--- src/rtl/iob_native_reg_slice_if.sv ---
// Native bus bundle: request (valid/address/wdata/wstrb) and response (rdata/ready).
// The master modport drives the request and receives the response; the slave
// modport is the mirror image.
interface iob_native_reg_slice_if #(
    parameter int DATA_W = 32,
    parameter int ADDR_W = 32
);
    logic                  valid;
    logic [ADDR_W-1:0]     address;
    logic [DATA_W-1:0]     wdata;
    logic [DATA_W/8-1:0]   wstrb;
    logic [DATA_W-1:0]     rdata;
    logic                  ready;

    modport master (
        output valid, address, wdata, wstrb,
        input  rdata, ready
    );

    modport slave (
        input  valid, address, wdata, wstrb,
        output rdata, ready
    );
endinterface

--- src/rtl/iob_native_reg_slice.sv ---
// Registered native-bus slice: captures one upstream request, re-issues it to the
// downstream slave from registers, registers the response and returns a one-cycle
// ready upstream. Only one transaction is ever outstanding.
// Optional watchdog enabled by defining IOB_NATIVE_SLICE_TIMEOUT_EN: a request the
// slave leaves unanswered for TIMEOUT cycles is aborted with ERR_DATA and a sticky err.
module iob_native_reg_slice #(
    parameter int                DATA_W   = 32,
    parameter int                ADDR_W   = 32,
    parameter int                TIMEOUT  = 255,
    parameter logic [DATA_W-1:0] ERR_DATA = {DATA_W{1'b1}}
) (
    input  logic                   clk,
    input  logic                   rst,
    iob_native_reg_slice_if.slave  s,
    iob_native_reg_slice_if.master m,
    output logic                   err,
    input  logic                   err_clr
);
    localparam int STRB_W = DATA_W / 8;

    typedef enum logic [1:0] {
        IDLE = 2'd0,
        REQ  = 2'd1,
        RESP = 2'd2
    } state_t;

    state_t              state_reg;
    state_t              state_next;
    logic [ADDR_W-1:0]   addr_reg;
    logic [DATA_W-1:0]   wdata_reg;
    logic [STRB_W-1:0]   wstrb_reg;
    logic [DATA_W-1:0]   rdata_reg;
    logic [DATA_W-1:0]   rdata_next;
    logic                capture;
    logic                rdata_load;
    logic                abort;

`ifdef IOB_NATIVE_SLICE_TIMEOUT_EN
    localparam int               CNT_W    = $clog2(TIMEOUT + 1);
    localparam logic [CNT_W-1:0] CNT_LAST = CNT_W'(TIMEOUT - 1);

    logic [CNT_W-1:0] cnt_reg;
    logic             err_reg;

    // Watchdog: counts REQ cycles without m_ready; restarts on every new capture.
    always_ff @(posedge clk or negedge rst) begin
        if (!rst) begin
            cnt_reg <= '0;
        end else if (capture) begin
            cnt_reg <= '0;
        end else if (state_reg == REQ && !m.ready) begin
            cnt_reg <= cnt_reg + 1'b1;
        end
    end

    // The TIMEOUT-th unanswered REQ cycle aborts; a same-cycle m_ready still wins.
    assign abort = (state_reg == REQ) && !m.ready && (cnt_reg == CNT_LAST);

    // Sticky error flag; an abort takes priority over a simultaneous clear.
    always_ff @(posedge clk or negedge rst) begin
        if (!rst) begin
            err_reg <= 1'b0;
        end else if (abort) begin
            err_reg <= 1'b1;
        end else if (err_clr) begin
            err_reg <= 1'b0;
        end
    end

    assign err = err_reg;
`else
    // Without the watchdog the slice waits forever and never flags an error.
    logic unused_cfg;
    assign unused_cfg = err_clr ^ (TIMEOUT > 0);
    assign abort      = 1'b0;
    assign err        = 1'b0;
`endif

    // State register.
    always_ff @(posedge clk or negedge rst) begin
        if (!rst) begin
            state_reg <= IDLE;
        end else begin
            state_reg <= state_next;
        end
    end

    // Next-state logic plus capture/response-load strobes for the datapath.
    always_comb begin
        state_next = state_reg;
        capture    = 1'b0;
        rdata_load = 1'b0;
        rdata_next = '0;
        case (state_reg)
            IDLE: begin
                if (s.valid) begin
                    capture    = 1'b1;
                    state_next = REQ;
                end
            end
            REQ: begin
                if (m.ready) begin
                    rdata_load = 1'b1;
                    rdata_next = (wstrb_reg == '0) ? m.rdata : '0;
                    state_next = RESP;
                end else if (abort) begin
                    rdata_load = 1'b1;
                    rdata_next = ERR_DATA;
                    state_next = RESP;
                end
            end
            RESP: begin
                state_next = IDLE;
            end
            default: begin
                state_next = IDLE;
            end
        endcase
    end

    // Request capture and response register; both hold between transactions.
    always_ff @(posedge clk or negedge rst) begin
        if (!rst) begin
            addr_reg  <= '0;
            wdata_reg <= '0;
            wstrb_reg <= '0;
            rdata_reg <= '0;
        end else begin
            if (capture) begin
                addr_reg  <= s.address;
                wdata_reg <= s.wdata;
                wstrb_reg <= s.wstrb;
            end
            if (rdata_load) begin
                rdata_reg <= rdata_next;
            end
        end
    end

    assign m.valid   = (state_reg == REQ);
    assign m.address = addr_reg;
    assign m.wdata   = wdata_reg;
    assign m.wstrb   = wstrb_reg;
    assign s.ready   = (state_reg == RESP);
    assign s.rdata   = rdata_reg;
endmodule

--- src/flat_wrapper.sv ---
// flat-port wrapper written by rule: the top's interface ports become plain ports
module iob_native_reg_slice_flat 
#(
    parameter int                DATA_W   = 32,
    parameter int                ADDR_W   = 32,
    parameter int                TIMEOUT  = 255,
    parameter logic [DATA_W-1:0] ERR_DATA = {DATA_W{1'b1}}
)
  (clk, rst, err, err_clr, s_valid, s_address, s_wdata, s_wstrb, s_rdata, s_ready, m_valid, m_address, m_wdata, m_wstrb, m_rdata, m_ready);
  iob_native_reg_slice_if #(.DATA_W(DATA_W), .ADDR_W(ADDR_W)) s_i ();
  iob_native_reg_slice_if #(.DATA_W(DATA_W), .ADDR_W(ADDR_W)) m_i ();
  input  logic clk;
  input  logic rst;
  output logic err;
  input  logic err_clr;
  input wire logic [$bits(s_i.valid)-1:0] s_valid;
  input wire logic [$bits(s_i.address)-1:0] s_address;
  input wire logic [$bits(s_i.wdata)-1:0] s_wdata;
  input wire logic [$bits(s_i.wstrb)-1:0] s_wstrb;
  output wire logic [$bits(s_i.rdata)-1:0] s_rdata;
  output wire logic [$bits(s_i.ready)-1:0] s_ready;
  output wire logic [$bits(m_i.valid)-1:0] m_valid;
  output wire logic [$bits(m_i.address)-1:0] m_address;
  output wire logic [$bits(m_i.wdata)-1:0] m_wdata;
  output wire logic [$bits(m_i.wstrb)-1:0] m_wstrb;
  input wire logic [$bits(m_i.rdata)-1:0] m_rdata;
  input wire logic [$bits(m_i.ready)-1:0] m_ready;
  assign s_i.valid = s_valid;
  assign s_i.address = s_address;
  assign s_i.wdata = s_wdata;
  assign s_i.wstrb = s_wstrb;
  assign s_rdata = s_i.rdata;
  assign s_ready = s_i.ready;
  assign m_valid = m_i.valid;
  assign m_address = m_i.address;
  assign m_wdata = m_i.wdata;
  assign m_wstrb = m_i.wstrb;
  assign m_i.rdata = m_rdata;
  assign m_i.ready = m_ready;
  iob_native_reg_slice #(.DATA_W(DATA_W), .ADDR_W(ADDR_W), .TIMEOUT(TIMEOUT), .ERR_DATA(ERR_DATA)) u_core (.clk(clk), .rst(rst), .s(s_i), .m(m_i), .err(err), .err_clr(err_clr));
endmodule
--- config.mk ---
export PLATFORM = sky130hd
export DESIGN_NAME = iob_native_reg_slice_flat
export DESIGN_NICKNAME = d
export VERILOG_FILES = /design/src/rtl/iob_native_reg_slice_if.sv /design/src/rtl/iob_native_reg_slice.sv /design/src/flat_wrapper.sv
export SDC_FILE = /design/constraint.sdc
export NUM_CORES = 1
export LEC_CHECK = 0
export CAP_MARGIN = 20
export CORE_ASPECT_RATIO = 2
export CORE_MARGIN = 2
export CORE_UTILIZATION = 41
export CTS_BUF_LIST = sky130_fd_sc_hd__clkbuf_16
export DETAILED_ROUTE_END_ITERATION = 16
export MAX_ROUTING_LAYER = met4
export PLACE_DENSITY = 0.79
export SYNTH_ARGS = -nofsm -noshare
export SYNTH_HDL_FRONTEND = slang
export SYNTH_SLANG_ARGS = --single-unit
--- constraint.sdc ---
create_clock -name clk -period 2.3 [get_ports clk]
set_clock_uncertainty 0.1 [all_clocks]
set_input_delay 0.575 -clock clk [delete_from_list [all_inputs] [get_ports clk]]
set_output_delay 0.575 -clock clk [all_outputs]
set_load 0.01 [all_outputs]
---- Word-level counts from Yosys, hierarchy flattened ----
Cells that the tools add are included.
storage, ports and cells
  flip-flop bits (word level) ............. 102
  input bits .............................. 105
  output and inout port bits .............. 103
  word-level logic and storage cells ...... 22
operators by class
  eq/ne operators ......................... 4
  mux-type cells .......................... 10
  reductions and logical operators ........ 3
operators by type and width
  kind                                                   number
  two-way mux 32 bit                                     3
  zero test 4 bit                                        1
  two-way mux 1 bit                                      4
  two-way mux 2 bit                                      2
  one-hot mux 2 bit (2 select lines)                     1
  equality test 2 x 1 -> 1 bit, second input constant    1
  equality test 2 bit, second input constant             1
  zero test 2 bit                                        1
  inequality test 2 x 1 -> 1 bit, second input constant  1
  inequality test 2 bit, second input constant           1
  AND reduction 2 bit                                    1

---- Depth between registers and ports, before layout ----
Gate-level depths: netlist (run 1).
  depth in word-level cells ............... 4
  mapped depth ............................ 5
  mapped depth without buffers ............ 2

---- Least setup slack after synthesis (run 1) ----
No wires, ideal clock.
  path type ............................... input to register
  from .................................... input s_valid
  to ...................................... register u_core.wdata_reg[25] (netlist: u_core.m.wdata[25])
  setup time .............................. 0.125 ns
  arrival time ............................ 1.565 ns
  required time ........................... 2.075 ns
  path slack .............................. 0.510 ns
  stages .................................. 4
  buffers on the path ..................... 2
  cells stage by stage .................... nor3b_2 buf_2 buf_4 mux2_2
between the ends
  longest elaborated chain between the ends .. 2
RTL lines
  item                  line                         source
  from (decl)           flat_wrapper.sv:16           input wire logic [$bits(s_i.valid)-1:0] s_valid;
  two-way mux 1 bit     iob_native_reg_slice.sv:96   if (s.valid) begin
  two-way mux 1 bit     iob_native_reg_slice.sv:94   case (state_reg)
  to (signal assigned)  iob_native_reg_slice.sv:131  wdata_reg <= s.wdata;
  to (decl)             iob_native_reg_slice.sv:30   logic [DATA_W-1:0] wdata_reg;
No other way between the ends.
A chain may end at the register's enable or synchronous reset.

---- Worst setup path after layout (run 1) ----
  from .................................... register u_core.state_reg[0]
  to ...................................... output s_ready
between the ends
  longest elaborated chain between the ends .. 1
RTL lines
  item                    line                         source
  from (decl)             iob_native_reg_slice.sv:27   state_t state_reg;
  from (signal assigned)  iob_native_reg_slice.sv:84   state_reg <= state_next;
  equality test 2 bit     iob_native_reg_slice.sv:144  assign s.ready = (state_reg == RESP);
  to (decl)               flat_wrapper.sv:21           output wire logic [$bits(s_i.ready)-1:0] s_ready;
No other way between the ends.

==> impl_results.md, run 1 <==
- Initial antenna violation count: 0
- Maximum vdd drop: 614 uV
- CTS Hold Bufs: 0
- Synth Area in Compound Gates: 0.123
- Final Hold Viols: 0
- R2R Setup Slk: 0.51 ns
- Bufs on Longest Clock Path: 2
- Vias in the first global route: 3420
- Slew headroom: 0.626
- Synth Area in Adders: 0
- Die extent in y: 148 um
- Pleak: 2.74 nW
- Total power: around 7.3 mW
- Crit end category: output pin
- H-Tree Depth: 3
- Syn_nets: 403
- Routed wl met2: 6390 um
- Status: finished clean
- R2R cell count: 2
- Post-CTS Setup Inserts: 0
- CP Data Required Time: 1.62 ns
- Insertion delay to the later sink of the worst-skew pair: 0.34 ns
- Sequential Area: 0.00255 sq mm
- Root Buffer: clkbuf_16
- Fill cells: 797
- RSZ-0062 raised after global routing: no
- GRT overflow: 0
- DRC: 0
- Area occupied by multi-input gates: 0.00147 sq mm
- Mapped cell area: 0.00428 sq mm
- Port-buffer cells: 205
- Initial Util: 0.422
- Final wirelength: about 12000 um
- Router iterations before antenna repair: 4
- Final worst path period need: 2.15 ns
- Clk sinks: about 100
- Placed inst area: between 0.006 and 0.007 sq mm
- Clock transition at the registers of the reported paths: roughly 0.07 ns
- Site row count: 52
- Io pins: 208
- Via count: approximately 3200
- Max cap viols: 0
- Final Cell Area: 0.00677 sq mm
- Mean Syn Cell Area: 14.4 sq um
- CTS Buf Count: 9
- Crit path largest cell delay: 0.56 ns
- Top Layer Used: met4
- Startpoint type of the worst setup path: register
- Delay-heaviest family, CP: buffers and inverters
- Post-Synthesis Cells: 298
- Fin crit share: 0.933
- Synth Register Bits: 102
- Post-synth cell types: 20
- Worst reg2reg startpoint: u_core.m.wstrb[1]$_DFFE_PN0P_
- CP arrival: 1.47 ns
- Worst-Margin Slew: 0.561 ns
- Worst path bufs/invs: 1
- Setup_tns: 0 ns
- Critical-path maximum fanout: 4
- Reg2reg end: u_core.s.rdata[14]$_DFFE_PN0P_
- YS warnings: 0
- Final setup vio count: 0
- Min-delay worst type: primary input to asynchronous set/reset pin
- Post-DP HPWL: 8710 um
- FMAX: 0.466 GHz
- Die span in x: 76.2 um
- RePlAce Congestion: 0.770
- Largest family of logic cells by synthesized area: multiplexers
- Via density per instance: ~5.0
- Nets: ~600
- Simple-Gate Fraction of Synth Area: 0.0386
- Core region area: 0.0101 sq mm
- Final Max Slew Viols: 0
- Die Footprint: 0.0113 sq mm
- Iter 0 DRT Violations: ~120
- Post-Synth XOR/XNOR Area: 0
- Largest net degree at the start of global routing: 53
- GRT Total Usage: 0.212
- Worst Path Class, Setup: register to output pin
- Critical-path top delay cell: clkdlybuf4s50_1
- N_diodes: 0
- Mux contribution to synthesized area: 0.179
- Layout cells sized above 1: 0.248
- Layout Area Growth over Synthesis: 58.2%
- TritonCTS clock tree: yes
- WL per Instance: 18.0 um
- Pwr Density: 1080 mW/mm^2
- Met1 WL: 4090 um
- Met3 Wirelength: 603 um
- Final ANT Viol Nets: 0
- First-pass GRT wire length: 18300 um
- Sequential area share after synthesis: 0.596
- CP Cell Sequence: nor2b_1 > clkdlybuf4s50_1
report_power, final:
group	switching [mW]	internal, mW	leakage (nW)	total (mW)
clock	0.666	0.837	0.142	1.50
sequential	0.328	2.42	1.26	2.75
combinational	1.23	1.83	1.34	3.06
total	2.22	5.09	2.74	7.31
cell usage after synthesis:
| cell | n | area [sq um] |
|---|---|---|
| o32ai_2 | 29 | 472 |
| buf_4 | 2 | 15.0 |
| clkbuf_1 | 4 | 15.0 |
| buf_2 | 13 | 65.1 |
| o21bai_1 | 1 | 7.51 |
| or4_4 | 1 | 11.3 |
| buf_6 | 4 | 45.0 |
| mux2_2 | 67 | 754 |
| nor3b_2 | 1 | 12.5 |
| nand2_1 | 32 | 120 |
| and3b_1 | 1 | 8.76 |
| nor2b_1 | 1 | 6.26 |
| o32ai_4 | 1 | 27.5 |
| conb_1 | 1 | 3.75 |
| mux2_1 | 1 | 11.3 |
| inv_1 | 33 | 124 |
| dfrtp_1 | 102 | 2550 |
| o32ai_1 | 2 | 17.5 |
| nand2b_1 | 1 | 6.26 |
| buf_1 | 1 | 3.75 |
layout by cell type, fill, tap and decap left out:
cell type,instances
and3b_2,1
buf_12,3
buf_4,8
bufinv_16,1
clkbuf_16,9
clkdlybuf4s50_1,203
clkinv_1,2
clkinv_4,2
clkinvlp_4,1
conb_1,1
dfrtp_1,102
dlymetal6s2s_1,1
inv_1,34
mux2_1,1
mux2_2,67
nand2_1,32
nand2b_2,1
nor2b_1,1
nor3b_4,1
o21bai_1,1
o32ai_1,2
o32ai_2,29
o32ai_4,1
or4_4,1
per-stage QoR:
step / std cells / utilization / hold WS, ns / worst slack, ns
floorplan: 298 / - / 0.179 / 0.510
global placement: 624 / 0.638 / 0.368 / 0.0879
detailed placement: 624 / 0.638 / 0.375 / 0.101
CTS: 640 / 0.667 / 0.0873 / 0.0429
global route: 640 / 0.667 / 0.108 / 0.0837
finish: 640 / 0.667 / 0.0766 / 0.153
final cells by class:
class / count / share of cell area
Clock buffer: 9 / 0.0333
Clock inverter: 7 / 0.00979
Inverter: 33 / 0.0183
Multi-Input combinational cell: 139 / 0.217
Sequential cell: 102 / 0.377
Tap cell: 135 / 0.0249
Timing Repair Buffer: 215 / 0.320
what timing repair did:
action | CTS | global route
endpoints found under the setup margin | 0 | 1
resized for setup | 0 | 1
hold endpoints to repair | 0 | 0
kinds of logic after synthesis:
kind of cell           Yosys count
AND/OR/NAND/NOR                 37
other                            1
AO/OA/AOI/OAI                   33
buffers and inverters           57
multiplexers                    68
flip-flops                     102
per-layer routing:
metal | global-route usage | vias up
met5 | - | -
met4 | 0.0964 | 0
met3 | 0.0425 | 26
met2 | 0.379 | 139
met1 | 0.225 | 1601
li1 | - | 1428
worst max path at each step:
stage | slack, ns | end | startpoint | cells after the start
3_3_place_gp | 0.09 | u_core.m.wdata[7]$_DFFE_PN0P_ | s_valid | 4
2_1_floorplan | 0.51 | u_core.m.wdata[25]$_DFFE_PN0P_ | s_valid | 4
5_1_grt | 0.08 | s_ready | u_core.state_reg[1]$_DFFE_PN0P_ | 2
4_1_cts | 0.04 | m_valid | u_core.state_reg[1]$_DFFE_PN0P_ | 3
3_5_place_dp | 0.10 | u_core.m.wdata[7]$_DFFE_PN0P_ | s_valid | 4
6_report | 0.15 | s_ready | u_core.state_reg[0]$_DFFE_PN0P_ | 2
worst register-to-register path, cell delays in order (launching register included):
cell and delay, ns:
dfrtp_1 0.39, or4_4 0.82, o32ai_1 0.38
Note: power is estimated with default switching activity, not from simulation.
==> run 2, diff against run 1 <==
- CAP_MARGIN: 20 -> default
==> results of run 2 <==
No change in the layout: final DEF, timing and power equal those of run 1.
==> run 3, diff against run 2 <==
- CAP_MARGIN: default -> 10
- SLEW_MARGIN: default -> 20
==> results of run 3 <==
No change in the layout: final DEF, timing and power equal those of run 1.
